## src/rtl/bp2wb_pkg.sv

```systemverilog
// Shared definitions for the 64-to-32 bit Wishbone downconverter.
//   state_e   : converter FSM states (idle, low beat, high beat, response)
//   ERR_FILL  : read data returned for a beat that erred or timed out
//   CTI/BTE   : constant classic-cycle tags driven on the 32-bit bus
//   eff_sel() : maps the bridge's all-zero select to "all bytes"
package bp2wb_pkg;

   typedef enum logic [1:0] {
      IDLE = 2'd0,
      LO   = 2'd1,
      HI   = 2'd2,
      RESP = 2'd3
   } state_e;

   localparam logic [31:0] ERR_FILL    = 32'hFFFF_FFFF;
   localparam logic [2:0]  CTI_CLASSIC = 3'b000;
   localparam logic [1:0]  BTE_LINEAR  = 2'b00;

   // The BlackParrot bridge ties sel low, which means a full dword access.
   function automatic logic [7:0] eff_sel(input logic [7:0] sel);
      return (sel == 8'h00) ? 8'hFF : sel;
   endfunction

endpackage

```

## src/rtl/bp2wb_watchdog.sv

```systemverilog
// Clearable beat watchdog.
//   clk_i     : clock
//   reset_ni  : asynchronous active-low reset
//   clr_i     : return the count to zero (has priority over en_i)
//   en_i      : count while a master beat is outstanding
//   expire_o  : high in the cycle the count reaches timeout_p-1
// With timeout_p == 0 the watchdog is disabled and expire_o is tied low.
module bp2wb_watchdog #(
   parameter int timeout_p = 1024
) (
   input  logic clk_i,
   input  logic reset_ni,
   input  logic clr_i,
   input  logic en_i,
   output logic expire_o
);

   localparam int CntW = (timeout_p < 1) ? 1 : $clog2(timeout_p + 1);

   generate
      if (timeout_p == 0) begin : g_off
         assign expire_o = 1'b0;
      end else begin : g_on
         localparam logic [CntW-1:0] Last = CntW'(timeout_p - 1);
         logic [CntW-1:0] cnt_q;

         always_ff @(posedge clk_i or negedge reset_ni) begin
            if (!reset_ni)   cnt_q <= '0;
            else if (clr_i)  cnt_q <= '0;
            else if (en_i)   cnt_q <= cnt_q + 1'b1;
         end

         // Deliberately independent of clr_i: the top derives clr_i from
         // expire_o, so gating here would close a combinational loop.
         assign expire_o = en_i && (cnt_q == Last);
      end
   endgenerate

endmodule

```

## src/rtl/bp_wb64_to_wb32.sv

```systemverilog
// Wishbone 64-bit to 32-bit downconverter placed between the BlackParrot
// Wishbone bridge and the 32-bit LiteX bus. Each 64-bit classic access is
// split into up to two 32-bit single accesses, low word first; read halves
// are reassembled and returned with a single ack pulse.
//   s_* : 64-bit slave port (dword address, 8 byte selects, 0 = all bytes)
//   m_* : 32-bit master port (word address, classic cycles only)
//   s_err_o is raised with s_ack_o when any beat erred or was aborted by
//   the watchdog (timeout_p cycles per beat, 0 disables it).
module bp_wb64_to_wb32
   import bp2wb_pkg::*;
#(
   parameter int paddr_width_p = 40,
   parameter int timeout_p     = 1024
) (
   input  logic                     clk_i,
   input  logic                     reset_ni,
   input  logic [paddr_width_p-4:0] s_adr_i,
   input  logic [63:0]              s_dat_i,
   output logic [63:0]              s_dat_o,
   input  logic [7:0]               s_sel_i,
   input  logic                     s_we_i,
   input  logic                     s_stb_i,
   input  logic                     s_cyc_i,
   output logic                     s_ack_o,
   output logic                     s_err_o,
   output logic [paddr_width_p-3:0] m_adr_o,
   output logic [31:0]              m_dat_o,
   input  logic [31:0]              m_dat_i,
   output logic [3:0]               m_sel_o,
   output logic                     m_we_o,
   output logic                     m_stb_o,
   output logic                     m_cyc_o,
   output logic [2:0]               m_cti_o,
   output logic [1:0]               m_bte_o,
   input  logic                     m_ack_i,
   input  logic                     m_err_i
);

   state_e                   state_q;
   logic [paddr_width_p-4:0] adr_q;
   logic [63:0]              dat_q;
   logic [7:0]               sel_q;
   logic                     we_q;
   logic [63:0]              rdata_q;
   logic                     err_q;

   logic [7:0] sel_in_eff;
   logic       accept;
   logic       beat_act;
   logic       term;
   logic       fail;
   logic       wd_expire;
   logic       wd_clr;

   assign sel_in_eff = eff_sel(s_sel_i);
   assign accept     = (state_q == IDLE) && s_stb_i && s_cyc_i;
   assign beat_act   = (state_q == LO) || (state_q == HI);
   // A watchdog expiry is treated exactly like m_err_i; err beats ack.
   assign fail       = beat_act && (m_err_i || wd_expire);
   assign term       = beat_act && (m_ack_i || m_err_i || wd_expire);
   // Restart the count on every beat entry, including LO -> HI.
   assign wd_clr     = !beat_act || ((state_q == LO) && term);

   bp2wb_watchdog #(
      .timeout_p(timeout_p)
   ) u_watchdog (
      .clk_i   (clk_i),
      .reset_ni(reset_ni),
      .clr_i   (wd_clr),
      .en_i    (beat_act),
      .expire_o(wd_expire)
   );

   // Request fields only matter while a beat is active, so they carry no reset.
   always_ff @(posedge clk_i) begin
      if (accept) begin
         adr_q <= s_adr_i;
         dat_q <= s_dat_i;
         sel_q <= sel_in_eff;
         we_q  <= s_we_i;
      end
   end

   always_ff @(posedge clk_i or negedge reset_ni) begin
      if (!reset_ni) begin
         state_q <= IDLE;
         rdata_q <= '0;
         err_q   <= 1'b0;
      end else begin
         unique case (state_q)
            IDLE: begin
               if (accept) begin
                  rdata_q <= '0;
                  err_q   <= 1'b0;
                  state_q <= (sel_in_eff[3:0] != 4'h0) ? LO : HI;
               end
            end
            LO: begin
               if (fail) begin
                  rdata_q[31:0] <= ERR_FILL;
                  err_q         <= 1'b1;
               end else if (m_ack_i) begin
                  rdata_q[31:0] <= m_dat_i;
               end
               // A failed low beat still lets the high beat run.
               if (term) state_q <= (sel_q[7:4] != 4'h0) ? HI : RESP;
            end
            HI: begin
               if (fail) begin
                  rdata_q[63:32] <= ERR_FILL;
                  err_q          <= 1'b1;
               end else if (m_ack_i) begin
                  rdata_q[63:32] <= m_dat_i;
               end
               if (term) state_q <= RESP;
            end
            RESP:    state_q <= IDLE;
            default: state_q <= IDLE;
         endcase
      end
   end

   // Master side is decoded from registered state only, so no s_* input
   // reaches an m_* output combinationally, and async reset clears it at once.
   assign m_stb_o = beat_act;
   assign m_cyc_o = beat_act;
   assign m_we_o  = beat_act && we_q;
   assign m_adr_o = beat_act ? {adr_q, (state_q == HI)} : '0;
   assign m_dat_o = (state_q == HI) ? dat_q[63:32] :
                    (state_q == LO) ? dat_q[31:0]  : 32'h0;
   assign m_sel_o = (state_q == HI) ? sel_q[7:4] :
                    (state_q == LO) ? sel_q[3:0] : 4'h0;
   assign m_cti_o = CTI_CLASSIC;
   assign m_bte_o = BTE_LINEAR;

   // RESP lasts one cycle and is always followed by IDLE, so acks never
   // land on consecutive cycles.
   assign s_ack_o = (state_q == RESP);
   assign s_err_o = (state_q == RESP) && err_q;
   assign s_dat_o = rdata_q;

endmodule

```

## config.mk

```make
export PLATFORM = sky130hd
export DESIGN_NAME = bp_wb64_to_wb32
export DESIGN_NICKNAME = d
export VERILOG_FILES = /design/src/rtl/bp2wb_pkg.sv /design/src/rtl/bp2wb_watchdog.sv /design/src/rtl/bp_wb64_to_wb32.sv
export SDC_FILE = /design/constraint.sdc
export NUM_CORES = 1
export LEC_CHECK = 0
export ABC_AREA = 1
export CAP_MARGIN = 20
export CORE_MARGIN = 4
export CORE_UTILIZATION = 49
export DETAILED_ROUTE_END_ITERATION = 8
export PLACE_DENSITY = 0.9
export SLEW_MARGIN = 5
export SYNTH_ARGS = -nofsm -noshare
export SYNTH_HDL_FRONTEND = slang
export SYNTH_SLANG_ARGS = --single-unit
```

## constraint.sdc

```tcl
create_clock -name clk_i -period 5.75 [get_ports clk_i]
set_input_delay 0.575 -clock clk_i [delete_from_list [all_inputs] [get_ports clk_i]]
set_output_delay 0.575 -clock clk_i [all_outputs]
set_load 0.05 [all_outputs]
```

Word level (Yosys, flattened, before mapping)

Index checks and enable logic that the tools add are counted.
Widths: inputs -> output; s select.

Add/sub/neg operators: 1
Reduce and logical (&&, ||, !) cells: 27
Muxes and demuxes: 22
Eq/ne operators: 10

Operator list:

| operator              | count |
|---|---|
| $mux 32               | 4 |
| $pmux 32 s2           | 2 |
| $mux 64               | 1 |
| $mux 38               | 1 |
| $mux 11               | 2 |
| $mux 4                | 3 |
| $reduce_and 3->1      | 4 |
| $add 11x1->11 const B | 1 |
| $eq 11x10->1 const B  | 1 |
| $logic_and 1x1->1     | 8 |
| $logic_not 8->1       | 1 |
| $mux 2                | 4 |
| $pmux 2 s4            | 1 |
| $reduce_bool 2->1     | 4 |
| $reduce_bool 4->1     | 2 |
| $ne 2x2->1 const B    | 3 |
| $ne 3x3->1 const B    | 2 |
| $logic_or 1x1->1      | 5 |
| $eq 2x2->1 const B    | 2 |
| $mux 1                | 3 |
| $eq 2x1->1 const B    | 1 |
| $logic_not 2->1       | 1 |
| $ne 2x1->1 const B    | 1 |
| $pmux 1 s2            | 1 |
| 2 further kinds       | 2 |

Flip-flop bits (word level): 188
Bits of input ports: 148
Output and inout port bits: 148

Longest topological paths before layout

Gate-level depths: netlist (run 1).

Depth in word-level cells: 8
Mapped depth: 13
Depth with buffers taken out: 12

By module

From an unflattened synthesis (run 1), not the netlist that was laid out.

Cells, all modules: 830
Area, all modules: 8,127.8 um^2

By module, submodules not included:

| module          | sequential area each (um^2) | area an instance (um^2) | times used | cells each |
|---|---|---|---|---|
| bp_wb64_to_wb32 | 4,979.8                     | 7,472.2                 | 1          | 741 |
| bp2wb_watchdog  | 275.3                       | 655.6                   | 1          | 89 |

Worst setup path before layout (run 1)

Ideal clock, no wire load.

Kind: register to register
From: reg state_q[0]
To: reg adr_q[0] (enable)
Required time: 5.287 ns
Path slack: 2.120 ns
Data arrival time: 3.167 ns
Setup time: 0.463 ns
Stages on the path, launching flop included: 5
Cells stage by stage: dfrtp_1 -> inv_1 -> ha_1 -> nand3_2 -> inv_1

Cells in the longest elaborated chain, start to end: 3

Ends and longest elaborated chain:

| element                         | line                   | text |
|---|---|---|
| from (decl)                     | bp_wb64_to_wb32.sv:39  | `state_e state_q;` |
| from (signal assigned)          | bp_wb64_to_wb32.sv:95  | `state_q <= (sel_in_eff[3:0] != 4'h0) ? LO : HI;` |
| from (signal assigned)          | bp_wb64_to_wb32.sv:106 | `if (term) state_q <= (sel_q[7:4] != 4'h0) ? HI : RESP;` |
| $logic_not 2->1                 | bp_wb64_to_wb32.sv:56  | `assign accept = (state_q == IDLE) && s_stb_i && s_cyc_i;` |
| $logic_and 1x1->1 (2 in series) | bp_wb64_to_wb32.sv:56  |  |
| via accept                      | bp_wb64_to_wb32.sv:48  | `logic accept;` |
| to (signal assigned)            | bp_wb64_to_wb32.sv:77  | `adr_q <= s_adr_i;` |
| to (decl)                       | bp_wb64_to_wb32.sv:40  | `logic [paddr_width_p-4:0] adr_q;` |

The timed path passes the listed nets, and every way through them passes these cells.
A chain may end at the register's enable or synchronous reset.

Final worst setup path (run 1)

From: reg state_q[1]
To: out m_dat_o[18]

Cells in the longest elaborated chain, start to end: 3

Ends and longest elaborated chain:

| element     | line                   | text |
|---|---|---|
| $eq 2x1->1  | bp_wb64_to_wb32.sv:130 | `(state_q == LO) ? dat_q[31:0] : 32'h0;` |
| $mux 32     | bp_wb64_to_wb32.sv:130 |  |
| $mux 32 (*) | bp_wb64_to_wb32.sv:129 | `assign m_dat_o = (state_q == HI) ? dat_q[63:32] :` |
| to (decl)   | bp_wb64_to_wb32.sv:27  | `output logic [31:0] m_dat_o,` |

Mark *: on every way between the ends. The rest lies on a longest branch, timed or not.

==> results of run 1 <==
-- power groups by stage --
stage | Clock [mW] | Sequential (mW) | Combinational [mW]
after floorplan | 0 | 2.37 | 1.99
after global placement | 0 | 1.84 | 3.59
after detailed placement | 0 | 1.85 | 3.66
after CTS | 1.11 | 1.82 | 3.68
after global routing | 1.17 | 1.85 | 3.86
final | 1.09 | 1.82 | 3.67
-- layout make-up --
class,instances,area [um^2]
sequential,188,5260
clock inverter,15,115
tap,216,270
antenna,1,2.50
multi-input combinational,474,2240
clock buffer,17,425
inverter,96,363
fill,1065,4470
timing repair buffer,296,2980
-- worst paths after layout --
| path | startpoint | end | slack [ps] |
|---|---|---|---|
| setup / recovery | state_q[1] | m_dat_o[18] | 1870 |
| min in group clk_i | s_dat_o[39] | s_dat_o[39] | 480 |
| hold reg to reg | s_dat_o[39] | s_dat_o[39] | 480 |
| max in group asynchronous | reset_ni | state_q[1] | 5030 |
| setup reg to reg | state_q[1] | s_dat_o[16] | 2490 |
| hold / removal | reset_ni | s_dat_o[52] | 100 |
-- cell usage after synthesis --
| cell | number | share of area (%) |
|---|---|---|
| nand2_1 | 303 | 14 |
| edfxtp_1 | 110 | 40 |
| inv_1 | 96 | 4.4 |
| dfrtp_1 | 78 | 24 |
| nand4_1 | 68 | 5.2 |
| nand3_1 | 43 | 2.6 |
| nor2_1 | 19 | 0.87 |
| buf_2 | 18 | 1.1 |
| buf_6 | 12 | 1.7 |
| buf_4 | 10 | 0.92 |
| buf_1 | 8 | 0.37 |
| ha_1 | 6 | 0.92 |
| o21ai_0 | 5 | 0.31 |
| clkbuf_1 | 4 | 0.18 |
| nand2_4 | 3 | 0.41 |
| nand3_2 | 3 | 0.37 |
| xor2_1 | 3 | 0.32 |
| nand2_2 | 2 | 0.15 |
| nand2_8 | 2 | 0.49 |
| nor2_4 | 2 | 0.28 |
| o21ai_4 | 2 | 0.40 |
| xnor2_1 | 2 | 0.21 |
| a21oi_1 | 1 | 0.061 |
| and2_1 | 1 | 0.077 |
| conb_1 | 1 | 0.046 |
| mux2i_1 | 1 | 0.12 |
| nand3_4 | 1 | 0.21 |
| nor3_1 | 1 | 0.061 |
| o22ai_1 | 1 | 0.077 |
-- metrics by stage --
| step | cell area [um^2] | hold slack [ps] | setup WS, ps |
|---|---|---|---|
| after floorplan | 8190 | 279 | 2120 |
| after global placement | 11100 | 461 | 2380 |
| after detailed placement | 11100 | 464 | 2340 |
| after CTS | 11600 | 339 | 1880 |
| after global routing | 11600 | 125 | 1730 |
| final | 11600 | 102 | 1870 |
-- per-layer routing --
| metal | up-vias | part of all wire [%] |
|---|---|---|
| met2 | 356 | 51 |
| met1 | 3232 | 37 |
| met3 | 47 | 9.7 |
| met4 | 0 | 2.9 |
| met5 | - | 0 |
| li1 | 3149 | - |
-- cell families after synthesis --
family,count (synthesis)
other,1
AOI/OAI and AO/OA,9
muxes,1
and+or+nand+nor,448
DFF,188
buffers and inverters,148
xor gates and xnor gates,5
adders and majority gates,6
-- state kept, by name (all words and copies together), names as in the netlist --
name                   count
dat_q                     64
s_dat_o                   64
adr_q                     37
u_watchdog.g_on.cnt_q     11
sel_q                      8
state_q                    2
err_q                      1
we_q                       1
==> metrics.txt, run 1 <==
Worst Path Arrival 3300 ps; cell family with most CP delay buffers and inverters; fin nets 1227; post-synthesis mux area share 0.122%; number of max-cap violations 0; grt peak-use layer met2; number of hold violations in the final report 0; die footprint 0.0188 mm^2; met3 Usage GRT 7.27%; H-tree depth 4; RSZ-0062 raised after global routing no; met2 Resource Use GR 41.8%; outcome finished clean; most common cell after layout, fill and taps aside nand2_1; Post-Synthesis Cells 806; Reg clk slew, reported paths 70 ps; Initial Utilization 50.8%; Iteration-0 DRC Markers 449; Tmin final 3880 ps; M1 GR Usage 29.4%; Final setup violation count 0; clock root cell clkbuf_16; crit-path cells inv_1 > ha_2 > buf_4 > nand3_1 > nand2_1 > clkdlybuf4s50_1; complex-gate fraction of the synthesized area 0.841%; Hold Path Class in2async; Seq/Total Area, Yosys 64.2%; CP startpoint kind flop; CTS tree done; largest family of logic cells by synthesized area simple AND/OR/NAND/NOR gates; Pleak 5.32 nW; worst r2r path cells 7; drt pass-1 iters 5; gpl congestion 0.847; Synth Cell Area 0.00818 mm^2; Max Slew Vio Count 0; IO buf count 290; vias in the first global route 6777; critical path class reg2out; TNS Setup 0 ps; row count 46; CTS sink count 188; worst-path fanout max 49; area grow syn2layout 42.4%; xor/xnor share of the synthesized area 0.535%; part of the cycle the worst path needs 67.4%; Sw Share 49.7%; Yosys reg bits 188; share of cells above drive strength 1 4.88%; die span in x 137 um; slew at the pin closest to its max-slew limit 1090 ps; Bufs on Longest Clock Path 2; Die Span Y 137 um; CTS buffer count 17; Crit. End Element output pin; Reg power frac 27.7%; initial antenna violation count 1; Critical Path RT 5180 ps; clock power share 16.6%; Pint 3.31 mW; post-synthesis simple-gate area fraction 24.7%; Post-Route Utilization 72.3%; Worst path depth 6; dpl cells 1269; Ports 296; CP max-delay cell ha_2; Comb power frac 55.7%; hold buffer count at CTS 0; pwr/cell area 565 mW/mm^2; antenna-violating nets left 0; total number of vias 6784; Slew HR 27.5%; Crit path buffers/inverters 3; sw power 3.27 mW; Total Power 6.58 mW; commonest cells after routing, fill and taps aside nand2_1, clkdlybuf4s50_1, edfxtp_1, inv_1, dfrtp_1; core box area 0.0161 mm^2; Overall Global Routing Usage 24.5%; GRT overflow 0; drc violations 0; Vias/cell 5.21; Post-CTS Resized 0; clk_lat worst skew 430 ps; largest net degree at the start of global routing 79; global-route wire length before repair 35300 um; Post-DP HPWL 16300 um; Routed WL 23100 um; fmax 258 MHz; CP max stage delay 920 ps; Post-Synth Adder-Cell Area 0.918%; post-route insts no fill 1303; Mapped Avg Cell Area 10.1 um^2; Wirelength per Cell 17.7 um; yosys warns 0; clk_skew 13.4 ps; Max VDD drop 0.000403 V; Yosys cell types 29; # Post-CTS Setup Buffers 0
No activity file was read; power rests on OpenSTA's default activity.
==> run 2, diff against run 1 <==
--- a/config.mk
+++ b/config.mk
@@ -8,9 +8,9 @@
 export ABC_AREA = 1
 export CAP_MARGIN = 20
 export CORE_MARGIN = 4
-export CORE_UTILIZATION = 49
+export CORE_UTILIZATION = 45
 export DETAILED_ROUTE_END_ITERATION = 8
-export PLACE_DENSITY = 0.9
+export PLACE_DENSITY = 0.84
 export SLEW_MARGIN = 5
 export SYNTH_ARGS = -nofsm -noshare
 export SYNTH_HDL_FRONTEND = slang
==> constraint.sdc (replaced) <==
create_clock -name clk_i -period 4 [get_ports clk_i]
set_input_delay 0.4 -clock clk_i [delete_from_list [all_inputs] [get_ports clk_i]]
set_output_delay 0.4 -clock clk_i [all_outputs]
set_load 0.05 [all_outputs]
==> run 2 against run 1 <==
Effect of this change: global-route usage down 3.1 points; flip-flop and latch count stayed put; die area grew 8.4%; critical path type unchanged; critical path depth unchanged.
==> metrics.txt, run 2 (synthesized netlist as in run 1, its figures left out) <==
outcome finished clean; clk_skew 8.40 ps; Tmin final 3390 ps; Crit. End Element output pin; row count 49; Post-DP HPWL 15100 um; part of the cycle the worst path needs 84.7%; Ports 296; Vias/cell 4.97; die footprint 0.0204 mm^2; fin nets 1228; Die Span Y 143 um; # Post-CTS Setup Buffers 0; Pint 4.86 mW; number of max-cap violations 0; pwr/cell area 817 mW/mm^2; Comb power frac 55.2%; share of cells above drive strength 1 5.89%; IO buf count 290; Sw Share 49.2%; Reg clk slew, reported paths 70 ps; Bufs on Longest Clock Path 2; crit-path cells inv_1 > ha_2 > buf_4 > nand3_1 > nand2_1 > clkdlybuf4s50_1; TNS Setup 0 ps; clock power share 17.5%; most common cell after layout, fill and taps aside nand2_1; CP max stage delay 800 ps; RSZ-0062 raised after global routing no; drc violations 0; GRT overflow 0; worst-path fanout max 33; total number of vias 6534; core box area 0.0179 mm^2; Wirelength per Cell 16.7 um; vias in the first global route 6537; gpl congestion 0.833; clk_lat worst skew 430 ps; number of hold violations in the final report 0; Final setup violation count 0; Initial Utilization 45.7%; CTS buffer count 17; Post-Route Utilization 65.4%; Worst Path Arrival 2990 ps; CP max-delay cell clkdlybuf4s50_1; Total Power 9.57 mW; die span in x 143 um; clock root cell clkbuf_16; area grow syn2layout 43.2%; fmax 295 MHz; Max VDD drop 0.000648 V; Pleak 5.36 nW; CP startpoint kind flop; hold buffer count at CTS 0; antenna-violating nets left 0; initial antenna violation count 0; Max Slew Vio Count 0; CTS tree done; drt pass-1 iters 5; commonest cells after routing, fill and taps aside nand2_1, clkdlybuf4s50_1, edfxtp_1, inv_1, dfrtp_1; largest net degree at the start of global routing 79; Post-CTS Resized 0; Iteration-0 DRC Markers 425; critical path class reg2out; Antenna Cells 0; Slew HR 34.2%; Overall Global Routing Usage 21.4%; slew at the pin closest to its max-slew limit 984 ps; CTS sink count 188; Reg power frac 27.3%; sw power 4.71 mW; Critical Path RT 3600 ps; Routed WL 22000 um; global-route wire length before repair 33900 um; H-tree depth 4; Hold Path Class in2async
-- run 2: worst max-delay path, delay by kind of cell, from the launching register on --
| kind | cells | cell delay, ps |
|---|---|---|
| fa+ha+maj | 1 | 630 |
| buf+inv | 3 | 1310 |
| simple gates | 2 | 200 |
| flops | 1 | 410 |
-- run 2: cell type report --
cell class                 instances  area (um^2)
clock inverter                    14          154
multi-input combinational        474         2240
clock buffer                      18          429
timing repair buffer             297         2980
sequential                       188         5260
tap                              229          287
inverter                          96          363
fill                            1354         6190
-- run 2: path summary, 6_finish.rpt --
kind | start | endpoint | slack [ps] | cells past startpoint
min reg2reg | s_dat_o[54] | s_dat_o[54] | 480 | 2
max | state_q[1] | m_dat_o[31] | 610 | 6
min in group clk_i | s_dat_o[54] | s_dat_o[54] | 480 | 2
max in group asynchronous | reset_ni | s_dat_o[42] | 3250 | 1
max reg2reg | state_q[1] | s_dat_o[25] | 1110 | 8
min | reset_ni | s_dat_o[47] | 130 | 1
-- run 2: per-layer routing --
| layer | GRT usage (%) | part of all wire [%] |
|---|---|---|
| met2 | 36.2 | 50 |
| met5 | 0 | 0 |
| met1 | 25.8 | 38 |
| met3 | 7.70 | 10 |
| met4 | 6.40 | 1.7 |
-- run 2: power groups by stage --
stage               Combinational [mW]  Sequential [mW]  Clock, mW
detailed placement                5.30             2.65          0
global placement                  5.25             2.64          0
finish                            5.28             2.61       1.67
floorplan                         2.86             3.40          0
CTS                               5.33             2.61       1.71
global route                      5.60             2.65       1.81
-- run 2: stage by stage --
stage / area [um^2] / hold slack [ps] / instances / setup slack (ps)
finish: 11700 / 127 / 1316 / 613
global route: 11700 / 193 / 1316 / 427
CTS: 11700 / 157 / 1316 / 581
detailed placement: 11100 / 465 / 1284 / 1050
global placement: 11100 / 462 / 1284 / 1120
floorplan: 8190 / 104 / 810 / 370
==> run 3, diff against run 2 <==
==> constraint.sdc (replaced) <==
create_clock -name clk_i -period 3.2 [get_ports clk_i]
set_input_delay 0.32 -clock clk_i [delete_from_list [all_inputs] [get_ports clk_i]]
set_output_delay 0.32 -clock clk_i [all_outputs]
set_load 0.05 [all_outputs]
==> run 3 against run 2 <==
Effect of this change: cell count grew 0.30%; combinational power up 34%; design area increased by 2.8%; die area is the same; utilization increased by 1.8 points; clock skew increased by 2.1 ps; sequential power increased by 26%; hold slack better by 170 ps; sequential share of layout area fell by 1.2 points; clock power rose by 26%; critical endpoint is now m_sel_o[2]; largest power group unchanged.
==> metrics.txt, run 3 (synthesized netlist as in run 1, its figures left out) <==
largest net degree at the start of global routing 79; Reg power frac 26.3%; most common cell after layout, fill and taps aside nand2_1; row count 49; CP startpoint kind flop; Slew HR 35.6%; die span in x 143 um; Wirelength per Cell 17.7 um; final worst setup slack 443 ps; antenna-violating nets left 0; vias in the first global route 6747; # Post-CTS Setup Buffers 0; TNS Setup 0 ps; Pint 6.35 mW; number of max-cap violations 0; IO buf count 290; flop2flop setup slack 820 ps; sw power 6.12 mW; commonest cells after routing, fill and taps aside nand2_1, clkdlybuf4s50_1, edfxtp_1, inv_1, dfrtp_1; die footprint 0.0204 mm^2; clk_lat worst skew 430 ps; Sw Share 49.1%; fmax 363 MHz; post-place setup slack 885 ps; clk_skew 10.5 ps; slew at the pin closest to its max-slew limit 963 ps; core box area 0.0179 mm^2; gpl congestion 0.815; Overall Global Routing Usage 22.6%; Max Slew Vio Count 0; CTS sink count 188; number of hold violations in the final report 0; Die Span Y 143 um; Hold Path Class in2async; Comb power frac 56.9%; Initial Utilization 45.7%; worst r2r path cells 6; drc violations 0; worst hold margin 301 ps; Reg clk slew, reported paths 80 ps; Worst Path Arrival 2440 ps; Ports 296; Crit. End Element output pin; Critical Path RT 2880 ps; Routed WL 23300 um; worst-path fanout max 39; clock root cell clkbuf_16; clock power share 16.8%; CTS buffer count 17; Final setup violation count 0; drt pass-1 iters 4; Tmin final 2760 ps; reg-to-reg startpoint state_q[0]; total number of vias 6701; Max VDD drop 0.000663 V; H-tree depth 4; global-route wire length before repair 35800 um; initial antenna violation count 0; outcome finished clean; share of cells above drive strength 1 12.6%; Antenna Cells 0; CTS tree done; Post-DP HPWL 16300 um; Worst R2R End s_dat_o[31]; Iteration-0 DRC Markers 379; area grow syn2layout 47.1%; GRT overflow 0; fin nets 1232; Bufs on Longest Clock Path 2; RSZ-0062 raised after global routing no; Pleak 5.62 nW; Vias/cell 5.08; Post-CTS Resized 0; part of the cycle the worst path needs 86.2%; pwr/cell area 1040 mW/mm^2; critical path class reg2out
[run 3: stage by stage]
| stage | area, um^2 | util [%] | total power, mW | cells |
|---|---|---|---|---|
| 3_5_place_dp | 11400 | 63.7 | 10.4 | 1286 |
| 5_1_grt | 12000 | 67.2 | 13.0 | 1320 |
| 2_1_floorplan | 8200 | - | 7.82 | 810 |
| 4_1_cts | 12000 | 67.0 | 12.5 | 1318 |
| 3_3_place_gp | 11400 | 63.7 | 10.3 | 1286 |
| 6_report | 12000 | 67.2 | 12.5 | 1320 |
[run 3: power by group through the flow]
stage	logic [mW]	clock network, mW	registers (mW)
2_1_floorplan	3.57	0	4.25
3_3_place_gp	7.00	0	3.31
3_5_place_dp	7.10	0	3.32
4_1_cts	7.13	2.14	3.28
5_1_grt	7.46	2.25	3.32
6_report	7.09	2.10	3.28
[run 3: worst max-delay path by stage]
stage | startpoint | end
after floorplan | state_q[0] | adr_q[0]
after global placement | state_q[0] | s_dat_o[23]
after detailed placement | state_q[0] | s_dat_o[31]
after CTS | state_q[0] | m_sel_o[2]
after global routing | state_q[0] | m_sel_o[2]
final | state_q[0] | m_sel_o[2]
[run 3: metal layers]
metal / global-route usage, % / part of all wire [%] / up-vias
met5: 0 / 0 / -
met4: 8.60 / 2.8 / 0
met3: 7.40 / 9.6 / 38
met2: 38.5 / 50 / 309
met1: 26.8 / 37 / 3200
li1: - / - / 3154
[run 3: area by class of cell]
| class | instances | area [um^2] |
|---|---|---|
| Clock buffer | 17 | 425 |
| Clock inverter | 15 | 163 |
| Fill cell | 1283 | 5870 |
| Inverter | 96 | 364 |
| Multi-Input combinational cell | 474 | 2240 |
| Sequential cell | 188 | 5260 |
| Tap cell | 229 | 287 |
| Timing Repair Buffer | 301 | 3300 |
[run 3: what timing repair did]
item / in CTS / in global routing
endpoints found under the hold margin: 0 / 15
hold buffers: 0 / 1
endpoints found under the setup margin: 0 / 0
[run 3: worst max-delay path, stage by stage, from the launching register on]
cell and delay, ps:
dfrtp_1 420, inv_1 130, ha_2 410, inv_1 160
buf_4 290, o21ai_0 400, buf_12 190
